<file path="src/rtl/harmonic_synth_engine_if.sv">
// Bus between the note player / voice mixer / sine ROM and the harmonic
// synthesis engine.
//   slave  : engine side (takes requests and ROM data, drives the ROM
//            address and the summed sample)
//   master : environment side (note player, ROM, mixer)
// Signals: play_enable, generate_next_sample, note_done, note_start,
//          step_size, gains (packed, harmonic k in [k*GAIN_W-1 -: GAIN_W]),
//          rom_addr, rom_data, harmonic_out, sample_ready, busy.
interface harmonic_synth_engine_if #(
  parameter int NUM_HARM = 4,
  parameter int STEP_W   = 20,
  parameter int SAMPLE_W = 16,
  parameter int GAIN_W   = 4,
  parameter int ADDR_W   = 10
);
  logic                         play_enable;
  logic                         generate_next_sample;
  logic                         note_done;
  logic                         note_start;
  logic [STEP_W-1:0]            step_size;
  logic [NUM_HARM*GAIN_W-1:0]   gains;
  logic [ADDR_W-1:0]            rom_addr;
  logic signed [SAMPLE_W-1:0]   rom_data;
  logic signed [SAMPLE_W-1:0]   harmonic_out;
  logic                         sample_ready;
  logic                         busy;

  modport master (
    output play_enable, generate_next_sample, note_done, note_start,
    output step_size, gains, rom_data,
    input  rom_addr, harmonic_out, sample_ready, busy
  );

  modport slave (
    input  play_enable, generate_next_sample, note_done, note_start,
    input  step_size, gains, rom_data,
    output rom_addr, harmonic_out, sample_ready, busy
  );
endinterface

</file>
<file path="src/rtl/harmonic_synth_engine.sv">
// Additive-harmonic voice generator. NUM_HARM harmonics of a base note are
// evaluated one after another through a single shared sine ROM port, each
// scaled by its own unsigned gain (g / 2^GAIN_W), summed, and saturated to
// one signed SAMPLE_W output per request.
// Ports:
//   clk    : system clock
//   reset  : asynchronous, active-high reset
//   bus    : harmonic_synth_engine_if.slave (request/ROM/output signals)
// Each harmonic takes an ADDR cycle (present the ROM address, advance the
// phase) followed by a MAC cycle (ROM data arrives, multiply-accumulate),
// then one OUT cycle publishes the result.
module harmonic_synth_engine #(
  parameter int NUM_HARM = 4,
  parameter int STEP_W   = 20,
  parameter int SAMPLE_W = 16,
  parameter int GAIN_W   = 4,
  parameter int ADDR_W   = 10
) (
  input logic                   clk,
  input logic                   reset,
  harmonic_synth_engine_if.slave bus
);

  localparam int HIDX_W = (NUM_HARM > 1) ? $clog2(NUM_HARM) : 1;
  localparam int PROD_W = SAMPLE_W + GAIN_W + 1;
  localparam int ACC_W  = SAMPLE_W + GAIN_W + $clog2(NUM_HARM) + 1;

  typedef enum logic [1:0] {IDLE, ADDR, MAC, OUT} state_t;

  state_t                     state, state_nxt;
  logic [STEP_W-1:0]          phase [NUM_HARM];
  logic [STEP_W-1:0]          step_lat;
  logic [STEP_W-1:0]          hstep;
  logic [NUM_HARM*GAIN_W-1:0] gains_lat;
  logic [HIDX_W-1:0]          hidx;       // 0-based: hidx 0 is harmonic 1
  logic signed [ACC_W-1:0]    acc;
  logic signed [SAMPLE_W-1:0] harm_out;
  logic [ADDR_W-1:0]          rom_addr_q;

  logic                       trigger;
  logic                       last_harm;
  logic [GAIN_W-1:0]          gain_arr [NUM_HARM];
  logic [GAIN_W-1:0]          gain_cur;
  logic [ADDR_W-1:0]          cur_addr;
  logic signed [PROD_W-1:0]   prod;
  logic signed [ACC_W-1:0]    prod_ext;
  logic signed [ACC_W-1:0]    acc_shift;
  logic                       busy_c;
  logic                       ready_c;

  // Clamp a scaled accumulator value into the signed output range. The value
  // fits when every bit from the output sign bit upward is identical.
  function automatic logic signed [SAMPLE_W-1:0] sat_sample(
    input logic signed [ACC_W-1:0] v
  );
    if ((&v[ACC_W-1:SAMPLE_W-1]) || (~|v[ACC_W-1:SAMPLE_W-1]))
      return v[SAMPLE_W-1:0];
    else if (v[ACC_W-1])
      return {1'b1, {(SAMPLE_W-1){1'b0}}};
    else
      return {1'b0, {(SAMPLE_W-1){1'b1}}};
  endfunction

  assign trigger   = bus.generate_next_sample && bus.play_enable &&
                     !bus.note_done && (state == IDLE);
  assign last_harm = (hidx == HIDX_W'(NUM_HARM - 1));

  always_comb begin
    for (int i = 0; i < NUM_HARM; i++)
      gain_arr[i] = gains_lat[i*GAIN_W +: GAIN_W];
  end

  assign gain_cur  = gain_arr[hidx];
  assign cur_addr  = phase[hidx][STEP_W-1 -: ADDR_W];
  // Gain is unsigned: a zero sign bit keeps it non-negative in the product.
  assign prod      = PROD_W'(bus.rom_data) * PROD_W'($signed({1'b0, gain_cur}));
  assign prod_ext  = ACC_W'(prod);
  assign acc_shift = acc >>> GAIN_W;

  // State register
  always_ff @(posedge clk or posedge reset) begin
    if (reset) state <= IDLE;
    else       state <= state_nxt;
  end

  // Next-state logic; note_start overrides every state and any trigger.
  always_comb begin
    state_nxt = state;
    if (bus.note_start) begin
      state_nxt = IDLE;
    end else begin
      case (state)
        IDLE:    if (trigger) state_nxt = ADDR;
        ADDR:    state_nxt = MAC;
        MAC:     state_nxt = last_harm ? OUT : ADDR;
        OUT:     state_nxt = IDLE;
        default: state_nxt = IDLE;
      endcase
    end
  end

  // Outputs decoded from state; an aborted OUT cycle must not pulse ready.
  always_comb begin
    busy_c  = (state != IDLE);
    ready_c = (state == OUT) && !bus.note_start;
  end

  // Phase / accumulator datapath
  always_ff @(posedge clk or posedge reset) begin
    if (reset) begin
      for (int i = 0; i < NUM_HARM; i++) phase[i] <= '0;
      step_lat   <= '0;
      hstep      <= '0;
      gains_lat  <= '0;
      hidx       <= '0;
      acc        <= '0;
      harm_out   <= '0;
      rom_addr_q <= '0;
    end else if (bus.note_start) begin
      for (int i = 0; i < NUM_HARM; i++) phase[i] <= '0;
      hstep <= '0;
      hidx  <= '0;
      acc   <= '0;
    end else begin
      case (state)
        IDLE: begin
          if (trigger) begin
            step_lat  <= bus.step_size;
            gains_lat <= bus.gains;
            hstep     <= bus.step_size;
            acc       <= '0;
            hidx      <= '0;
          end
        end
        ADDR: begin
          rom_addr_q  <= cur_addr;
          phase[hidx] <= phase[hidx] + hstep;
        end
        MAC: begin
          acc   <= acc + prod_ext;
          // Running sum gives harmonic k a step of k*step_size (mod 2^STEP_W).
          hstep <= hstep + step_lat;
          if (!last_harm) hidx <= hidx + 1'b1;
        end
        OUT: begin
          harm_out <= sat_sample(acc_shift);
        end
        default: ;
      endcase
    end
  end

  // Address is live from the phase register while in ADDR, held otherwise.
  assign bus.rom_addr     = (state == ADDR) ? cur_addr : rom_addr_q;
  assign bus.harmonic_out = harm_out;
  assign bus.sample_ready = ready_c;
  assign bus.busy         = busy_c;

endmodule

</file>
<file path="src/flat_wrapper.sv">
// flat-port wrapper written by rule: the top's interface ports become plain ports
module harmonic_synth_engine_flat 
#(
  parameter int NUM_HARM = 4,
  parameter int STEP_W   = 20,
  parameter int SAMPLE_W = 16,
  parameter int GAIN_W   = 4,
  parameter int ADDR_W   = 10
)
  (clk, reset, bus_play_enable, bus_generate_next_sample, bus_note_done, bus_note_start, bus_step_size, bus_gains, bus_rom_data, bus_rom_addr, bus_harmonic_out, bus_sample_ready, bus_busy);
  harmonic_synth_engine_if #(.NUM_HARM(NUM_HARM), .STEP_W(STEP_W), .SAMPLE_W(SAMPLE_W), .GAIN_W(GAIN_W), .ADDR_W(ADDR_W)) bus_i ();
  input logic clk;
  input logic reset;
  input wire logic [$bits(bus_i.play_enable)-1:0] bus_play_enable;
  input wire logic [$bits(bus_i.generate_next_sample)-1:0] bus_generate_next_sample;
  input wire logic [$bits(bus_i.note_done)-1:0] bus_note_done;
  input wire logic [$bits(bus_i.note_start)-1:0] bus_note_start;
  input wire logic [$bits(bus_i.step_size)-1:0] bus_step_size;
  input wire logic [$bits(bus_i.gains)-1:0] bus_gains;
  input wire logic [$bits(bus_i.rom_data)-1:0] bus_rom_data;
  output wire logic [$bits(bus_i.rom_addr)-1:0] bus_rom_addr;
  output wire logic [$bits(bus_i.harmonic_out)-1:0] bus_harmonic_out;
  output wire logic [$bits(bus_i.sample_ready)-1:0] bus_sample_ready;
  output wire logic [$bits(bus_i.busy)-1:0] bus_busy;
  assign bus_i.play_enable = bus_play_enable;
  assign bus_i.generate_next_sample = bus_generate_next_sample;
  assign bus_i.note_done = bus_note_done;
  assign bus_i.note_start = bus_note_start;
  assign bus_i.step_size = bus_step_size;
  assign bus_i.gains = bus_gains;
  assign bus_i.rom_data = bus_rom_data;
  assign bus_rom_addr = bus_i.rom_addr;
  assign bus_harmonic_out = bus_i.harmonic_out;
  assign bus_sample_ready = bus_i.sample_ready;
  assign bus_busy = bus_i.busy;
  harmonic_synth_engine #(.NUM_HARM(NUM_HARM), .STEP_W(STEP_W), .SAMPLE_W(SAMPLE_W), .GAIN_W(GAIN_W), .ADDR_W(ADDR_W)) u_core (.clk(clk), .reset(reset), .bus(bus_i));
endmodule
</file>
<file path="config.mk">
export PLATFORM = sky130hd
export DESIGN_NAME = harmonic_synth_engine_flat
export DESIGN_NICKNAME = d
export VERILOG_FILES = /design/src/rtl/harmonic_synth_engine_if.sv /design/src/rtl/harmonic_synth_engine.sv /design/src/flat_wrapper.sv
export SDC_FILE = /design/constraint.sdc
export NUM_CORES = 1
export LEC_CHECK = 0
export ABC_AREA = 0
export CAP_MARGIN = 20
export CORE_MARGIN = 2
export CORE_UTILIZATION = 50
export CTS_CLUSTER_DIAMETER = 60
export DETAILED_ROUTE_END_ITERATION = 8
export PLACE_DENSITY = 0.68
export SLEW_MARGIN = 20
export SYNTH_ARGS = -nofsm -noshare
export SYNTH_HDL_FRONTEND = slang
export SYNTH_SLANG_ARGS = --single-unit
</file>
<file path="constraint.sdc">
create_clock -name clk -period 10.6 [get_ports clk]
set_input_delay 1.59 -clock clk [delete_from_list [all_inputs] [get_ports clk]]
set_output_delay 1.59 -clock clk [all_outputs]
set_load 0.02 [all_outputs]
</file>
==> results.md, run 1 <==
- Setup Fix Bufs, Post-CTS: 0
- Clock root cell: clkbuf_16
- Critical path fanouts, max: 5
- Synth Net Count: 1491
- Synth area leader: dfrtp_1
- Reg clk slew, reported paths: 80 ps
- R2R Setup Slk: 5130 ps
- Final nets: 1555
- Netlist Area Pre-Place: 0.0129 sq mm
- Antenna Nets Post-Route: 0
- Worst hold endpoint: u_core.rom_addr_q[6]$_DFFE_PP0N_
- Dpl hpwl: 22200 um
- Antenna diode count: 0
- Htree depth: 4
- Post-CTS resize count: 0
- Worst hold path class: flop to flop
- Worst Min Path Start: u_core.rom_addr_q[6]$_DFFE_PP0N_
- Clock Tree Buf Depth: 2
- Yosys top cell area share: 36.6%
- Syn_area_per_cell: 10.0 sq um
- Status: completed
- Total of max-cap violations: 0
- Crit start category: primary input
- Max Slew Vio Count: 0
- Die area: 0.0271 sq mm
- R2r startpoint: u_core.hidx[0]$_DFFE_PP0P_
- Final hold vios: 0
- Pleak: 6.93 nW
- Setup Slack @ Placement: 4660 ps
- Synth cell types: 64
- Crit path required time: 10910 ps
- Clock skew: 21.5 ps
- Worst skew pair latency: 450 ps
- Fin Setup TNS: 0 ps
- Vert. Die Dim: 165 um
- Synth area leaders: dfrtp_1, fa_1, ha_1, a22o_1, nand2_1
- Critical path type: primary input to flop
- First-pass GRT wire length: 51200 um
- Initial antenna violation count: 1
- Dpl cell area: 0.0141 sq mm
- Layout cells sized above 1: 9.09%
- Most used DFF post-synth: dfrtp_1
- Vias in the first global route: 9909
- Post-Layout Cell Count: 1694
- Clock buffer count from CTS: 17
- Pwr dens: 167 mW/mm^2
- CP arrival: 5880 ps
- IO Pins: 86
- Gpl congestion: 0.842
- Starting DRC count in detailed routing: 704
- DP Cell Count: 1662
- Fin worst setup slack: 5030 ps
- Die width: 165 um
- WL final: 31100 um
- Worst slew pin tran: 1090 ps
- Worst Reg-to-Reg Cells: 17
- Total track usage: 24.2%
- Pwr Total: 0.00245 W
- Tmin final: 5570 ps
- Maximum VDD drop: 101 uV
- Setup violations, final: 0
- WL per Instance: 18.4 um
- Clk sink count: 189
- Vias: 9741
- Standard-cell rows: 58
- WHS Path Cells: 2
- Largest net degree at the start of global routing: 127
- Setup crit end kind: flop
- CORE AREA: 0.0253 sq mm
- Post-synth EDFFs: 0
- PortBufs: 85
- Remaining global-route overflow: 0
- Fin area: 0.0147 sq mm
- Slew HR: 27.4%
- Starting Density: 51.1%
- Post-synth ARST share: 100%
- Sequential fraction of the synthesis area: 36.6%
- CTS tree: built
- Hold-fix buffers, CTS: 0
- R2r endpoint: u_core.acc[19]$_DFFE_PP0P_
- Drt drc: 0
- FMAX: 179 MHz
- Yosys Warn Count: 0
- Fill count: 2165
- Vias per cell: 5.75
- RSZ-0062 raised after global routing: false
- Tcrit/Tclk final: 52.6%
- Yosys reg bits: 189
- Syn Inst Count: 1287
- First-pass DRT Iterations: 5
- Synth-to-layout area growth: 13.9%
-- area by class of cell --
| cell class | instances | area, sq um | share of cell area, % |
|---|---|---|---|
| clock buffer | 17 | 425 | 2.89 |
| inverter | 127 | 484 | 3.30 |
| sequential | 189 | 4730 | 32.2 |
| multi-input combinational | 917 | 7480 | 50.9 |
| clock inverter | 15 | 204 | 1.39 |
| tap | 330 | 413 | 2.81 |
| timing repair buffer | 99 | 956 | 6.50 |
-- where the power goes --
group          internal, W  switching, W  leakage (nW)
clock             0.000328      0.000352         0.303
sequential        0.000767     0.0000314          2.56
combinational     0.000408      0.000564          4.07
total              0.00150      0.000948          6.93
-- per-stage QoR --
stage,hold slack (ps),utilization [%]
finish,483,58.2
global placement,458,55.7
CTS,483,58.2
detailed placement,462,55.7
floorplan,445,-
global route,518,58.2
-- worst max-delay path, cell delays in order --
cell             delay, ps
clkdlybuf4s50_1        510
nand2_1                100
fa_1                   530
inv_1                   60
fa_1                   540
inv_1                   50
fa_1                   480
inv_1                   40
ha_1                   330
a21oi_1                250
nand2_1                150
o31ai_1                450
a21oi_1                190
o41ai_2                340
xor2_1                 180
o21ai_0                 90
-- cells in the final DEF (no fill, tap or decap), types with 5 or more instances in the layout --
cell             instances
ha_1                    88
dfrtp_1                189
clkinv_8                 6
and2_1                  42
a22oi_1                  7
a21oi_1                 67
nor2_1                  60
xnor2_1                 26
buf_4                   14
o22ai_1                 18
mux4_2                  23
nand2_1                158
clkdlybuf4s50_1         85
nor3_1                  12
a311oi_1                 6
o21bai_1                11
xor2_1                  26
nor2b_1                  8
nand4_1                  9
mux2_2                  38
nand2b_1                 5
or3_1                    6
a31oi_1                 11
a21o_1                  19
a211oi_1                 6
a22o_1                  75
fa_1                    58
o21ai_0                 52
clkbuf_16               17
o21a_1                  12
o21ai_1                  9
inv_1                  126
nand3_1                  8
-- Yosys cell counts (23+ instances only) --
cell and number:
xnor2_1 26, o21ai_0 52, nand2_1 158, and2_1 42
dfrtp_1 189, a22o_1 75, nor2_1 60, inv_1 127
fa_1 58, a21oi_1 68, mux4_2 23, clkbuf_1 30
xor2_1 26, ha_1 88, mux2_2 38
-- flip-flops by register name, indices dropped and copies added, names as in the netlist --
register and flops:
u_core.phase 80, u_core.acc 23, u_core.hstep 20, u_core.step_lat 20
u_core.bus.harmonic_out 16, u_core.gains_lat 16, u_core.rom_addr_q 10, u_core.hidx 2
u_core.state 2
-- routing by layer --
layer | vias to the layer above | track usage [%] | wire length, um
met5 | - | 0 | 13
met2 | 225 | 40.6 | 15200
li1 | 4639 | - | -
met3 | 53 | 2.99 | 1260
met1 | 4822 | 32.9 | 14000
met4 | 2 | 7.79 | 599
-- worst max-delay path by stage --
stage,endpoint,from,depth (start not counted),slack (ps)
global route,u_core.acc[19]$_DFFE_PP0P_,u_core.hidx[0]$_DFFE_PP0P_,17,4790
floorplan,u_core.acc[0]$_DFFE_PP0P_,reset,1,3870
CTS,u_core.acc[21]$_DFFE_PP0P_,bus_rom_data[9],16,5070
detailed placement,u_core.acc[21]$_DFFE_PP0P_,bus_rom_data[15],16,4660
finish,u_core.acc[19]$_DFFE_PP0P_,bus_rom_data[9],16,5030
global placement,u_core.acc[21]$_DFFE_PP0P_,bus_rom_data[15],16,4720
-- kinds of logic (layout without fill, tap and decap cells) --
| logic type | Yosys count | count (layout) | synth area share, % |
|---|---|---|---|
| muxes | 65 | 65 | 7.64 |
| xor gates and xnor gates | 52 | 52 | 3.53 |
| buffers and inverters | 181 | 258 | 5.45 |
| AOI/OAI and AO/OA | 328 | 328 | 17.7 |
| adders and majority gates | 146 | 146 | 17.5 |
| DFF | 189 | 189 | 36.6 |
| and+or+nand+nor | 326 | 326 | 11.5 |
Note: power is estimated with default switching activity, not from simulation.
==> inputs of run 2 (changes only) <==
PLACE_DENSITY = 0.71   (was 0.68)
clock period = 5.1 ns   (was 10.6 ns; I/O delays follow)
==> results.md, run 2 (synthesis gave the netlist of run 1 again) <==
- Status: completed
- Gpl congestion: 0.910
- Slew HR: 24.8%
- CTS tree: built
- Crit path required time: 5420 ps
- PortBufs: 85
- Most frequent cells in the layout: dfrtp_1, nand2_1, inv_1
- Worst slew pin tran: 1130 ps
- Standard-cell rows: 58
- Clock Tree Buf Depth: 2
- Fin worst setup slack: 252 ps
- Setup violations, final: 0
- Antenna Nets Post-Route: 0
- FF+latch area: 0.00473 sq mm
- Most common cell after layout, fill and taps aside: dfrtp_1
- Vias per cell: 5.85
- Pleak: 6.98 nW
- Layout cells sized above 1: 9.96%
- Tcrit/Tclk final: 95.1%
- DP Cell Count: 1672
- Total of max-cap violations: 0
- FMAX: 206 MHz
- Final design utilization: 58.7%
- Clock buffer count from CTS: 17
- Vert. Die Dim: 165 um
- Vias in the first global route: 10.4k
- Worst hold path class: flop to flop
- R2r endpoint: u_core.acc[20]$_DFFE_PP0P_
- Total track usage: 24.5%
- Die width: 165 um
- Starting DRC count in detailed routing: 881
- Worst Reg-to-Reg Cells: 17
- Starting Density: 51.1%
- Area of the multi-input gates: 0.00751 sq mm
- Final nets: 1567
- Initial antenna violation count: 0
- Die area: 0.0271 sq mm
- Dpl hpwl: 22800 um
- Fill count: 2141
- Pwr dens: 345 mW/mm^2
- Tmin final: 4850 ps
- Vias: 9988
- Worst hold slack: 485 ps
- Antenna diode count: 0
- WL final: 31800 um
- R2r startpoint: u_core.hidx[1]$_DFFE_PP0P_
- Critical path type: flop to flop
- Largest net degree at the start of global routing: 94
- First-pass GRT wire length: 52300 um
- Crit start category: flop
- Setup crit end kind: flop
- Setup Slack @ Placement: 51.5 ps
- Post-Layout Cell Count: 1706
- Critical path fanouts, max: 10
- Htree depth: 4
- Hold-fix buffers, CTS: 0
- Clock root cell: clkbuf_16
- Clk sink count: 189
- Max FFs per register: 80
- Clock skew: 15.9 ps
- Reg clk slew, reported paths: 80 ps
- Maximum VDD drop: 202 uV
- Max Slew Vio Count: 0
- WL per Instance: 18.6 um
- Critical Path Source: u_core.hidx[1]$_DFFE_PP0P_
- Worst skew pair latency: 450 ps
- RSZ-0062 raised after global routing: true
- Remaining global-route overflow: 0
- CORE AREA: 0.0253 sq mm
- Final hold vios: 0
- Most flops, register: u_core.phase
- IO Pins: 86
- R2R Setup Slk: 250 ps
- Fin Setup TNS: 0 ps
- Drt drc: 0
- CP arrival: 5160 ps
- Critical Path End: u_core.acc[20]$_DFFE_PP0P_
- Biggest regs: u_core.phase x80, u_core.acc x23
- Worst Min Path Start: u_core.rom_addr_q[4]$_DFFE_PP0N_
- First-pass DRT Iterations: 7
- Synth-to-layout area growth: 14.8%
-- run 2: cell count changes in the layout (fill, tap and decap cells not counted), sizes merged --
cell,before,now
buf,14,25
clkinv,7,4
mux4,23,24
clkinvlp,0,2
inv,135,136
-- run 2: how the worst min path moves through the flow --
stage / slack (ps) / cells past startpoint / end
final: 480 / 2 / u_core.rom_addr_q[4]$_DFFE_PP0N_
after global routing: 500 / 2 / u_core.rom_addr_q[1]$_DFFE_PP0N_
after CTS: 490 / 2 / u_core.rom_addr_q[3]$_DFFE_PP0N_
after detailed placement: 460 / 2 / u_core.rom_addr_q[3]$_DFFE_PP0N_
after global placement: 460 / 2 / u_core.rom_addr_q[8]$_DFFE_PP0N_
after floorplan: 440 / 2 / u_core.phase[27]$_DFFE_PP0P_
-- run 2: what timing repair did --
item	4_1_cts	5_1_grt
endpoints found under the hold margin	0	0
resized for setup	0	2
endpoints found under the setup margin	0	6
buffers inserted	0	1
-- run 2: layer usage --
metal	routed length, um	global-route usage, %
met3	1520	2.96
met1	13700	32.1
met4	599	7.08
met5	0	0
met2	16000	43.0
-- run 2: cell type report --
type                    instances  share of cell area, %
multi-input cells             918                   50.7
flip-flops and latches        189                   31.9
repair buffers                110                   7.09
inverters                     127                   3.24
clock buffers                  17                   2.87
well taps                     330                   2.79
clock inverters                15                   1.35
-- run 2: worst max-delay path: stages, from the launching register on --
cell and delay (ps):
dfrtp_1 590, mux4_2 470, buf_4 190, nand2_1 70, fa_1 510, inv_1 60, fa_1 530, inv_1 50
fa_1 480, inv_1 40, ha_1 350, nand2_1 90, o21ai_0 230, a31oi_1 150, o21ai_1 300, buf_4 200
nand4_1 100, o311ai_0 320
-- run 2: metrics by stage --
step	area [sq um]	power (W)
3_5_place_dp	14100	0.00369
3_3_place_gp	14100	0.00365
2_1_floorplan	12900	0.00321
6_report	14800	0.00511
5_1_grt	14800	0.00548
4_1_cts	14800	0.00511
-- run 2: power by group --
group | switching, W | total [W] | internal, W
registers | 0.0000758 | 0.00167 | 0.00159
logic | 0.00117 | 0.00203 | 0.000867
clock network | 0.000725 | 0.00141 | 0.000684
